`src/rtl/cmp_pkg.sv`:
```
// Shared types and helpers for the sequential magnitude comparator.
// Flag vectors are ordered {lt, eq, gt}; index them with LT/EQ/GT.
package cmp_pkg;

  typedef enum logic {
    IDLE = 1'b0,
    RUN  = 1'b1
  } state_t;

  localparam int LT = 2;
  localparam int EQ = 1;
  localparam int GT = 0;

  // Operands must split into a whole number of chunks.
  function automatic bit width_ok(input int width, input int bpc);
    return (width >= 2) && (bpc >= 1) && (bpc <= width) && ((width % bpc) == 0);
  endfunction

endpackage

```
`src/rtl/chunk_compare.sv`:
```
// Unsigned compare of one BITS_PER_CYCLE-wide chunk of each operand.
// Purely combinational; exactly one of lt/eq/gt is high.
module chunk_compare #(
  parameter int BITS_PER_CYCLE = 1
) (
  input  logic [BITS_PER_CYCLE-1:0] x,
  input  logic [BITS_PER_CYCLE-1:0] y,
  output logic                      lt,
  output logic                      eq,
  output logic                      gt
);

  assign lt = (x < y);
  assign eq = (x == y);
  assign gt = (x > y);

endmodule

```
`src/rtl/seq_magnitude_comparator.sv`:
```
// Multi-cycle MSB-chunk-first magnitude comparator with early termination.
// Optional two's-complement mode is enabled by defining CMP_SIGNED_EN.
module seq_magnitude_comparator
  import cmp_pkg::*;
#(
  parameter int WIDTH          = 8,
  parameter int BITS_PER_CYCLE = 1
) (
  input  logic             clk,
  input  logic             rst_n,
  input  logic             start,
  input  logic [WIDTH-1:0] a,
  input  logic [WIDTH-1:0] b,
`ifdef CMP_SIGNED_EN
  input  logic             sign_mode,
`endif
  output logic             busy,
  output logic             done,
  output logic             lt,
  output logic             eq,
  output logic             gt
);

  localparam int N     = WIDTH / BITS_PER_CYCLE;
  localparam int CNT_W = (N > 1) ? $clog2(N) : 1;

  if (!width_ok(WIDTH, BITS_PER_CYCLE)) begin : g_bad_cfg
    $error("seq_magnitude_comparator: WIDTH must be >= 2 and a multiple of BITS_PER_CYCLE");
  end

  state_t             state, state_nxt;
  logic [WIDTH-1:0]   sh_a, sh_a_nxt;
  logic [WIDTH-1:0]   sh_b, sh_b_nxt;
  logic [CNT_W-1:0]   cnt, cnt_nxt;
  logic [2:0]         flags, flags_nxt;
  logic               done_nxt;
  logic               busy_nxt;
  logic [WIDTH-1:0]   a_ld, b_ld;
  logic               c_lt, c_eq, c_gt;

  // Flipping both sign bits maps two's-complement order onto unsigned order.
  always_comb begin
    a_ld = a;
    b_ld = b;
`ifdef CMP_SIGNED_EN
    if (sign_mode) begin
      a_ld[WIDTH-1] = ~a[WIDTH-1];
      b_ld[WIDTH-1] = ~b[WIDTH-1];
    end
`endif
  end

  chunk_compare #(
    .BITS_PER_CYCLE(BITS_PER_CYCLE)
  ) u_chunk (
    .x  (sh_a[WIDTH-1 -: BITS_PER_CYCLE]),
    .y  (sh_b[WIDTH-1 -: BITS_PER_CYCLE]),
    .lt (c_lt),
    .eq (c_eq),
    .gt (c_gt)
  );

  // NOTE: every output of this block gets a default first so no path can infer a latch.
  always_comb begin
    state_nxt = state;
    sh_a_nxt  = sh_a;
    sh_b_nxt  = sh_b;
    cnt_nxt   = cnt;
    flags_nxt = flags;
    done_nxt  = 1'b0;

    case (state)
      IDLE: begin
        if (start) begin
          sh_a_nxt  = a_ld;
          sh_b_nxt  = b_ld;
          cnt_nxt   = CNT_W'(N - 1);
          state_nxt = RUN;
        end
      end
      RUN: begin
        if (!c_eq) begin
          flags_nxt     = '0;
          flags_nxt[LT] = c_lt;
          flags_nxt[GT] = c_gt;
          done_nxt      = 1'b1;
          state_nxt     = IDLE;
        end else if (cnt == '0) begin
          flags_nxt     = '0;
          flags_nxt[EQ] = 1'b1;
          done_nxt      = 1'b1;
          state_nxt     = IDLE;
        end else begin
          sh_a_nxt = sh_a << BITS_PER_CYCLE;
          sh_b_nxt = sh_b << BITS_PER_CYCLE;
          cnt_nxt  = cnt - CNT_W'(1);
        end
      end
      default: state_nxt = IDLE;
    endcase

    busy_nxt = (state_nxt == RUN);
  end

  // NOTE: state uses non-blocking assignments so every register samples pre-edge values.
  // NOTE: the operand shift registers are reset too; they are few flops and a known value eases debug.
  always_ff @(posedge clk or negedge rst_n) begin
    if (!rst_n) begin
      state <= IDLE;
      sh_a  <= '0;
      sh_b  <= '0;
      cnt   <= '0;
      flags <= '0;
      done  <= 1'b0;
      busy  <= 1'b0;
    end else begin
      state <= state_nxt;
      sh_a  <= sh_a_nxt;
      sh_b  <= sh_b_nxt;
      cnt   <= cnt_nxt;
      flags <= flags_nxt;
      done  <= done_nxt;
      busy  <= busy_nxt;
    end
  end

  assign lt = flags[LT];
  assign eq = flags[EQ];
  assign gt = flags[GT];

endmodule

```
`config.mk`:
```
export PLATFORM = sky130hd
export DESIGN_NAME = seq_magnitude_comparator
export DESIGN_NICKNAME = d
export VERILOG_FILES = /design/src/rtl/cmp_pkg.sv /design/src/rtl/chunk_compare.sv /design/src/rtl/seq_magnitude_comparator.sv
export SDC_FILE = /design/constraint.sdc
export NUM_CORES = 1
export LEC_CHECK = 0
export CORE_MARGIN = 1
export CORE_UTILIZATION = 41
export DETAILED_ROUTE_END_ITERATION = 8
export PLACE_DENSITY = 0.66
export SYNTH_ARGS = -nofsm -noshare
export SYNTH_HDL_FRONTEND = slang
export SYNTH_SLANG_ARGS = --single-unit
```
`constraint.sdc`:
```
create_clock -name clk -period 2 [get_ports clk]
set_clock_uncertainty 0.05 [all_clocks]
set_input_delay 0.4 -clock clk [delete_from_list [all_inputs] [get_ports clk]]
set_output_delay 0.4 -clock clk [all_outputs]
set_load 0.02 [all_outputs]
```
Yosys cells after proc, flatten, opt, wreduce, memory -nomap -nowiden
Index checks and enable logic that the tools add are counted.
{ "op_classes": {"n_addsub": 1, "order_cmp": 2, "eq_ne": 5, "mux": 21, "n_bitwise": 1, "n_reduce_logical": 3} }
{ "ops": {"columns": ["op", "count"], "rows": [
  ["two-way mux 8 bit", 6],
  ["one-hot mux 8 bit (2 select lines)", 2],
  ["two-way mux 3 bit", 5],
  ["two-way mux 1 bit", 6],
  ["one-hot mux 3 bit (2 select lines)", 1],
  ["!= test 2 x 1 -> 1 bit, second input constant", 2],
  ["!= test 2 bit, second input constant", 2],
  ["logical NOT 3 bit", 1],
  ["AND reduction 3 bit", 1],
  ["subtractor 3 x 1 -> 3 bit, second input constant", 1],
  ["one-hot mux 1 bit (2 select lines)", 1],
  ["AND reduction 2 bit", 1],
  ["== test 1 bit", 1],
  ["greater-than comparator 1 bit", 1],
  ["< comparator 1 bit", 1],
  ["NOT 1 bit", 1]
]} }
{ "totals": {"ff_bits": 24, "in_bits": 19, "out_inout_bits": 5, "elab_cells": 39} }

Longest topological paths before layout
Gate-level depths: netlist of run 1.
{ "depth": {"ltp_word": 4, "mapped_depth": 6, "depth_no_buf": 5} }

Cells and area by module
From an unflattened synthesis of run 1, not the netlist that was laid out.
{ "hier_totals": {"hier_cells": 87, "hier_area_um2": 1260.0} }
{ "by_module_without_submodules": {"columns": ["mod", "n_inst", "cells_each", "area_per_inst_um2", "seq_area_each_um2"], "rows": [
  ["seq_magnitude_comparator", 1, 83, 1227.4, 600.6],
  ["chunk_compare", 1, 4, 32.5, 0.0]
]} }

Worst setup path before layout of run 1
No wires, ideal clock.
{ "synth_timing": {"kind": "register to register", "start": "reg sh_b[7]", "end": "reg sh_b[1]", "setup_time_ps": 125, "arrival_time_ps": 1460, "t_required_ps": 1825, "path_slack_ps": 365, "stages_incl_launch_ff": 7, "n_path_buf": 1, "period_less_slack_ps": 1635, "cell_sequence": "dfrtp_1 > inv_1 > ha_1 > nand2_1 > o2bb2ai_4 > buf_6 > mux2_4"} }
{ "synth_via": {"elab_chain_len": 3} }
{ "synth_rtl": {"columns": ["element", "line", "rtl"], "rows": [
  ["start, declared", "seq_magnitude_comparator.sv:33", "logic [WIDTH-1:0] sh_b, sh_b_nxt;"],
  ["start signal, assigned", "seq_magnitude_comparator.sv:119", "sh_b <= sh_b_nxt;"],
  ["== test 1 bit", "chunk_compare.sv:14", "assign eq = (x == y);"],
  ["named net c_eq", "seq_magnitude_comparator.sv:39", "logic c_lt, c_eq, c_gt;"],
  ["!= test 2 x 1 -> 1 bit (no line)", null, null],
  ["AND reduction 3 bit (no line)", null, null]
]} }
The timed path passes the listed nets, and every way through them passes these cells.
A chain may end at the register's enable or synchronous reset.

==> impl_results.md, run 1 <==
- Status: finished clean
- Max stage delay on crit path: 0.64 ns
- Global placement routability congestion: 0.782
- Kind of critical path: reg -> out
- Top cells by area in the synthesized netlist: sky130_fd_sc_hd__dfrtp_1 (49%), sky130_fd_sc_hd__mux2_2 (17%), sky130_fd_sc_hd__mux2_4 (7.4%)
- Largest net degree at the start of global routing: 25
- Clock period minus final worst setup slack: 1.89 ns
- Starting density of the core: 0.437
- Critical path capture point type: output pin
- Number of filler cells placed in the layout: 232
- Crit path depth: 1
- Final non-filler cell total: 147
- Placed Cells incl. Taps: 141
- Area fraction of the dominant cell type after synthesis: 0.494
- Antenna cell count: 0
- Estimated wirelength of the detail-placed design: 1.55 mm
- Routed wire length per instance: 14.2 um
- Routed Antenna Nets: 0
- Slew at the pin closest to its max-slew limit: 0.289 ns
- Die Outline Area: 3190 um2
- Final setup violation count: 0
- CTS Hold Buffers Added: 0
- Number of ports placed on the die boundary: 24
- Highest Clock Rate: 529 MHz
- Total routing usage reported by global routing: 0.149
- Largest voltage drop on the vdd net: 1.13 mV
- Total of buffers placed on input and output ports: 23
- Top cells by count, synth: sky130_fd_sc_hd__dfrtp_1 (24), sky130_fd_sc_hd__mux2_2 (18), sky130_fd_sc_hd__mux2_4 (6), sky130_fd_sc_hd__mux2i_1 (6), sky130_fd_sc_hd__inv_1 (5)
- Sequence of cells on the critical path: clkdlybuf4s50_1
- Worst skew pair latency: 0.31 ns
- Leakage power summed over all cells: 0.693 nW
- Detailed Route WL: 2.09 mm
- Netlist area before placement: 1220 um2
- Mapped Nets: 110
- Worst Path Required: 1.55 ns
- Max_slew headroom: 0.805
- Initial antenna violation count: 0
- Via count of the first global-routing pass: 786
- Setup repair after global routing missed its margin: false
- Core ar.: 2780 um2
- Flip-flop and latch count after synthesis: 24
- CTS root buffer: sky130_fd_sc_hd__clkbuf_4
- Critical Path AT: 1.44 ns
- Layout cells sized above 1: 0.328
- Num CTS Buffers: 3
- Area added between synthesis and finish: 27.7%
- Post-synth EDFFs: 0
- First-pass GRT wire length: 3.63 mm
- Depth of the worst register-to-register path: 6
- Synthesized instance count: 87
- Avg Cell Area, Syn: 14.0 um2
- Total via count after detailed routing: 754
- Global route total overflow: 0
- Primary flip-flop cell chosen by synthesis mapping: sky130_fd_sc_hd__dfrtp_1
- RR Startpoint: sh_b[7]$_DFFE_PN0P_
- Number of rows created at floorplan: 19
- Final Cycle Share: 0.945
- Areal power density over the cells: 1610 nW/um2
- CTS clk-pin slew, worst paths: 0.13 ns
- Cell taking the most area after synthesis: sky130_fd_sc_hd__dfrtp_1
- Htree depth: 1
- Clk buf depth: 2
- CP bufs+invs: 1
- Clock Sink Count: 24
- Startpoint class of the critical path: flop
- Standard cell with the maximum stage delay on the critical path: sky130_fd_sc_hd__clkdlybuf4s50_1
- Number of hold violations in the final report: 0
- Count of maximum capacitance violations: 0
- Maximum fanout encountered on the critical timing path: 7
- Number of detailed-route iterations in the first pass: 2
- Critical path endpoint: busy
- Number of DRC violations after detailed routing: 0
- Setup slack of the worst register-to-register path: 0.27 ns
- Height of the die: 56.5 um
- Hold slack: 0.375 ns
- Endpoint of the worst-slack reg-to-reg timing path: sh_a[2]$_DFFE_PN0P_
- Starting DRC count in detailed routing: 12
- Proportion of register bits with asynchronous set or reset after synthesis: 1.00
- Via density: 5.13
- Sum of internal, switching and leakage power: 0.00249 W
- Cell family contributing the most delay on the critical path: buffers and inverters
- Cell with the most instances after synthesis: sky130_fd_sc_hd__dfrtp_1
- Sum of negative setup slack: 0 ns
- Overall die width: 56.5 um
- Count of final max-slew check failures: 0
- Distinct cell type count after synthesis: 23
- Synthesis Warnings: 0
- Post-synthesis sequential area ratio: 0.494
- Post-layout net count: 140
- Clock tree from TritonCTS: yes
- Launch point of the worst path: state$_DFF_PN0_
- Tightest Hold Check Type: in -> async
[metal layers]
metal  wire (um)  global-route usage  vias to the layer above
met2        1020               0.234                       13
met1         995               0.206                      372
met5           0                   0                        -
met4          13              0.0627                        0
li1            -                   -                      367
met3          67              0.0207                        2
[sequential cells by signal, indices dropped and copies added, names as in the netlist]
| signal | count |
|---|---|
| sh_b | 8 |
| state | 1 |
| flags | 3 |
| cnt | 3 |
| sh_a | 8 |
| done | 1 |
[layout by cell type (no fill, tap or decap), types with 3 or more instances in the layout]
cell,Yosys,routed
sky130_fd_sc_hd__buf_4,0,5
sky130_fd_sc_hd__dfrtp_1,24,24
sky130_fd_sc_hd__inv_1,5,5
sky130_fd_sc_hd__ha_1,4,4
sky130_fd_sc_hd__clkdlybuf4s50_1,0,23
sky130_fd_sc_hd__mux2_2,18,18
sky130_fd_sc_hd__clkbuf_4,0,3
sky130_fd_sc_hd__mux2i_1,6,6
sky130_fd_sc_hd__mux2_4,6,6
[repair_timing]
| action | in CTS | in global routing |
|---|---|---|
| setup buffers | 0 | 2 |
| gates resized for setup | 0 | 0 |
| endpoints found under the setup margin | 0 | 1 |
[worst min path at each step]
stage	endpoint	from	cells after the start
floorplan	cnt[0]$_DFFE_PN0P_	rst_n	0
global placement	sh_a[1]$_DFFE_PN0P_	sh_a[1]$_DFFE_PN0P_	1
detailed placement	sh_a[1]$_DFFE_PN0P_	sh_a[1]$_DFFE_PN0P_	1
CTS	sh_b[5]$_DFFE_PN0P_	rst_n	2
global route	cnt[0]$_DFFE_PN0P_	rst_n	2
finish	done$_DFF_PN0_	rst_n	2
[kinds of logic (layout without fill, tap and decap cells)]
kind of cell,count (synthesis),after routing,share of synthesized area
AO/OA/AOI/OAI,11,11,0.0864
adder cells (fa/ha/maj),4,4,0.0412
buffers and inverters,10,39,0.0401
flip-flops,24,24,0.494
multiplexers,32,32,0.309
AND/OR/NAND/NOR,6,6,0.0298
[stage by stage]
step | util | setup slack, ns | cell area [um2]
floorplan | - | 0.365 | 1220
global placement | 0.535 | 0.178 | 1490
detailed placement | 0.535 | 0.105 | 1490
CTS | 0.548 | 0.0937 | 1530
global route | 0.558 | 0.0262 | 1550
finish | 0.558 | 0.110 | 1550
[power by group]
group          internal, W  switching, W
logic             0.000815      0.000549
clock network     0.000111      0.000149
registers         0.000728      0.000141
total              0.00165      0.000838
[final cells by class]
| type | instances | area, um2 | area share |
|---|---|---|---|
| flip-flops and latches | 24 | 601 | 0.387 |
| multi-input cells | 53 | 567 | 0.365 |
| repair buffers | 29 | 288 | 0.185 |
| well taps | 31 | 38.8 | 0.0250 |
| clock buffers | 4 | 36.3 | 0.0234 |
| inverters | 6 | 22.5 | 0.0145 |
Note: power is estimated with default switching activity, not from simulation.
==> run 2: changes to the inputs <==
GPL_TIMING_DRIVEN = 0   (was default)
==> impl_results.md, run 2 (synthesized netlist as in run 1, its figures left out) <==
- Cell family contributing the most delay on the critical path: flip-flops
- Clock tree from TritonCTS: yes
- Htree depth: 1 (unchanged)
- Largest net degree at the start of global routing: 25 (unchanged)
- Registers with the most flip-flops: sh_a (8), sh_b (8)
- Starting density of the core: 0.437 (unchanged)
- Number of rows created at floorplan: 19 (unchanged)
- Total routing usage reported by global routing: 0.153 (+0.00431)
- Highest Clock Rate: 540 MHz (+2.1%)
- Max stage delay on crit path: 0.39 ns (-0.25 ns)
- Total of buffers placed on input and output ports: 22 (-4.3%)
- Post-cts sizing count: 0 (unchanged)
- Routed Antenna Nets: 0 (unchanged)
- Sum of negative setup slack: 0 ns (unchanged)
- Layout cells sized above 1: 0.319 (-0.00900)
- Max_slew headroom: 0.280 (-0.525)
- Via count of the first global-routing pass: 794 (+1.0%)
- Overall die width: 56.5 um (unchanged)
- Number of detailed-route iterations in the first pass: 4 (+2)
- Number of DRC violations after detailed routing: 0 (unchanged)
- Most common cell after layout, fill and taps aside: sky130_fd_sc_hd__dfrtp_1
- CTS Hold Buffers Added: 0 (unchanged)
- Count of maximum capacitance violations: 0 (unchanged)
- Critical Path AT: 2.01 ns (+0.57 ns)
- Clock period minus final worst setup slack: 1.85 ns (-0.0384 ns)
- Global route total overflow: 0 (unchanged)
- Antenna cell count: 0 (unchanged)
- Number of hold violations in the final report: 0 (unchanged)
- Tightest Hold Check Type: in -> reg
- Post-layout net count: 137 (-2.1%)
- Leakage power summed over all cells: 0.675 nW (-2.6%)
- Global placement routability congestion: 0.727 (-7.0%)
- Detailed Route WL: 2.15 mm (+2.5%)
- Starting DRC count in detailed routing: 29 (+17)
- Slew at the pin closest to its max-slew limit: 1.08 ns (+0.787 ns)
- Standard cell with the maximum stage delay on the critical path: sky130_fd_sc_hd__dfrtp_1
- Area added between synthesis and finish: 24.3%
- CP bufs+invs: 2 (+1)
- Count of final max-slew check failures: 0 (unchanged)
- First-pass GRT wire length: 3.72 mm (+2.5%)
- Final Cycle Share: 0.926 (-0.0192)
- Final setup violation count: 0 (unchanged)
- Startpoint class of the critical path: flop
- CTS clk-pin slew, worst paths: 0.13 ns (about the same)
- Core ar.: 2780 um2 (unchanged)
- Maximum fanout encountered on the critical timing path: 10 (+3)
- Estimated wirelength of the detail-placed design: 1.53 mm (-0.93%)
- Total via count after detailed routing: 758 (+0.53%)
- Kind of critical path: reg -> reg
- Most frequent cells in the layout: sky130_fd_sc_hd__dfrtp_1 (24), sky130_fd_sc_hd__clkdlybuf4s50_1 (22), sky130_fd_sc_hd__mux2_2 (18), sky130_fd_sc_hd__mux2_4 (6), sky130_fd_sc_hd__mux2i_1 (6)
- Sum of internal, switching and leakage power: 0.00242 W (-3.0%)
- Initial antenna violation count: 0 (unchanged)
- Height of the die: 56.5 um (unchanged)
- Routed wire length per instance: 14.9 um (+4.6%)
- CTS root buffer: sky130_fd_sc_hd__clkbuf_4
- Sequence of cells on the critical path: inv_1, ha_1, nand2_1, o2bb2ai_4, buf_6, mux2_4
- Placed cell area: 1480 um2 (-0.92%)
- Worst skew pair latency: 0.31 ns (about the same)
- Worst Path Required: 2.16 ns (+0.61 ns)
- Clock Sink Count: 24 (unchanged)
- Status: finished clean
- Critical path capture point type: flop
- Number of filler cells placed in the layout: 257 (+11%)
- Num CTS Buffers: 3 (unchanged)
- Areal power density over the cells: 1600 nW/um2 (-0.33%)
- Largest voltage drop on the vdd net: 0.813 mV (-28%)
- Clk buf depth: 2 (unchanged)
- Setup Buffers After CTS: 0 (unchanged)
- Via density: 5.26 (+2.6%)
- Die Outline Area: 3190 um2 (unchanged)
- Number of ports placed on the die boundary: 24 (unchanged)
- Post-route standard cell area excluding fillers: 1510 um2 (-2.7%)
- Setup repair after global routing missed its margin: false
run 2: power breakdown:
part / internal (W) / leakage, nW / switching (W) / total (W)
registers: 0.000728 / 0.285 / 0.000137 / 0.000865
logic: 0.000750 / 0.369 / 0.000552 / 0.00130
clock network: 0.000111 / 0.0210 / 0.000140 / 0.000251
run 2: area by class of cell:
cell class / count / area [um2] / area share
multi-input combinational: 53 / 567 / 0.375
tap: 31 / 38.8 / 0.0257
clock buffer: 4 / 36.3 / 0.0240
timing repair buffer: 22 / 220 / 0.146
inverter: 6 / 22.5 / 0.0149
sequential: 24 / 601 / 0.397
buffer: 4 / 26.3 / 0.0174
run 2: final timing paths:
check / cells past startpoint / slack (ns) / endpoint / from
min: 3 / 0.44 / cnt[1]$_DFFE_PN0P_ / start
max: 6 / 0.15 / sh_b[3]$_DFFE_PN0P_ / sh_b[7]$_DFFE_PN0P_
min in group asynchronous: 1 / 0.61 / done$_DFF_PN0_ / rst_n
min reg2reg: 1 / 0.46 / sh_a[1]$_DFFE_PN0P_ / sh_a[1]$_DFFE_PN0P_
max reg2reg: 6 / 0.15 / sh_b[3]$_DFFE_PN0P_ / sh_b[7]$_DFFE_PN0P_
max in group asynchronous: 1 / 0.65 / sh_b[1]$_DFFE_PN0P_ / rst_n
run 2: worst min-delay path, delay by kind of cell:
family                 cells  cell delay [ns]
AOI/OAI and AO/OA          1             0.13
and+or+nand+nor            1             0.07
buffers and inverters      1             0.18
run 2: metrics by stage:
step | cells | hold slack [ns] | setup slack (ns) | util
after floorplan | 87 | 0.0544 | 0.365 | -
after global placement | 140 | 0.437 | 0.217 | 0.530
after detailed placement | 140 | 0.445 | 0.196 | 0.530
after CTS | 144 | 0.449 | 0.129 | 0.543
after global routing | 144 | 0.442 | 0.0437 | 0.543
final | 144 | 0.445 | 0.148 | 0.543
run 2: routing by layer:
| layer | up-vias | global-route usage | share of wire |
|---|---|---|---|
| met5 | - | 0 | 0 |
| met4 | 0 | 0.0523 | 0.0098 |
| met3 | 4 | 0.0276 | 0.043 |
| met2 | 21 | 0.244 | 0.49 |
| met1 | 367 | 0.209 | 0.46 |
| li1 | 366 | - | - |
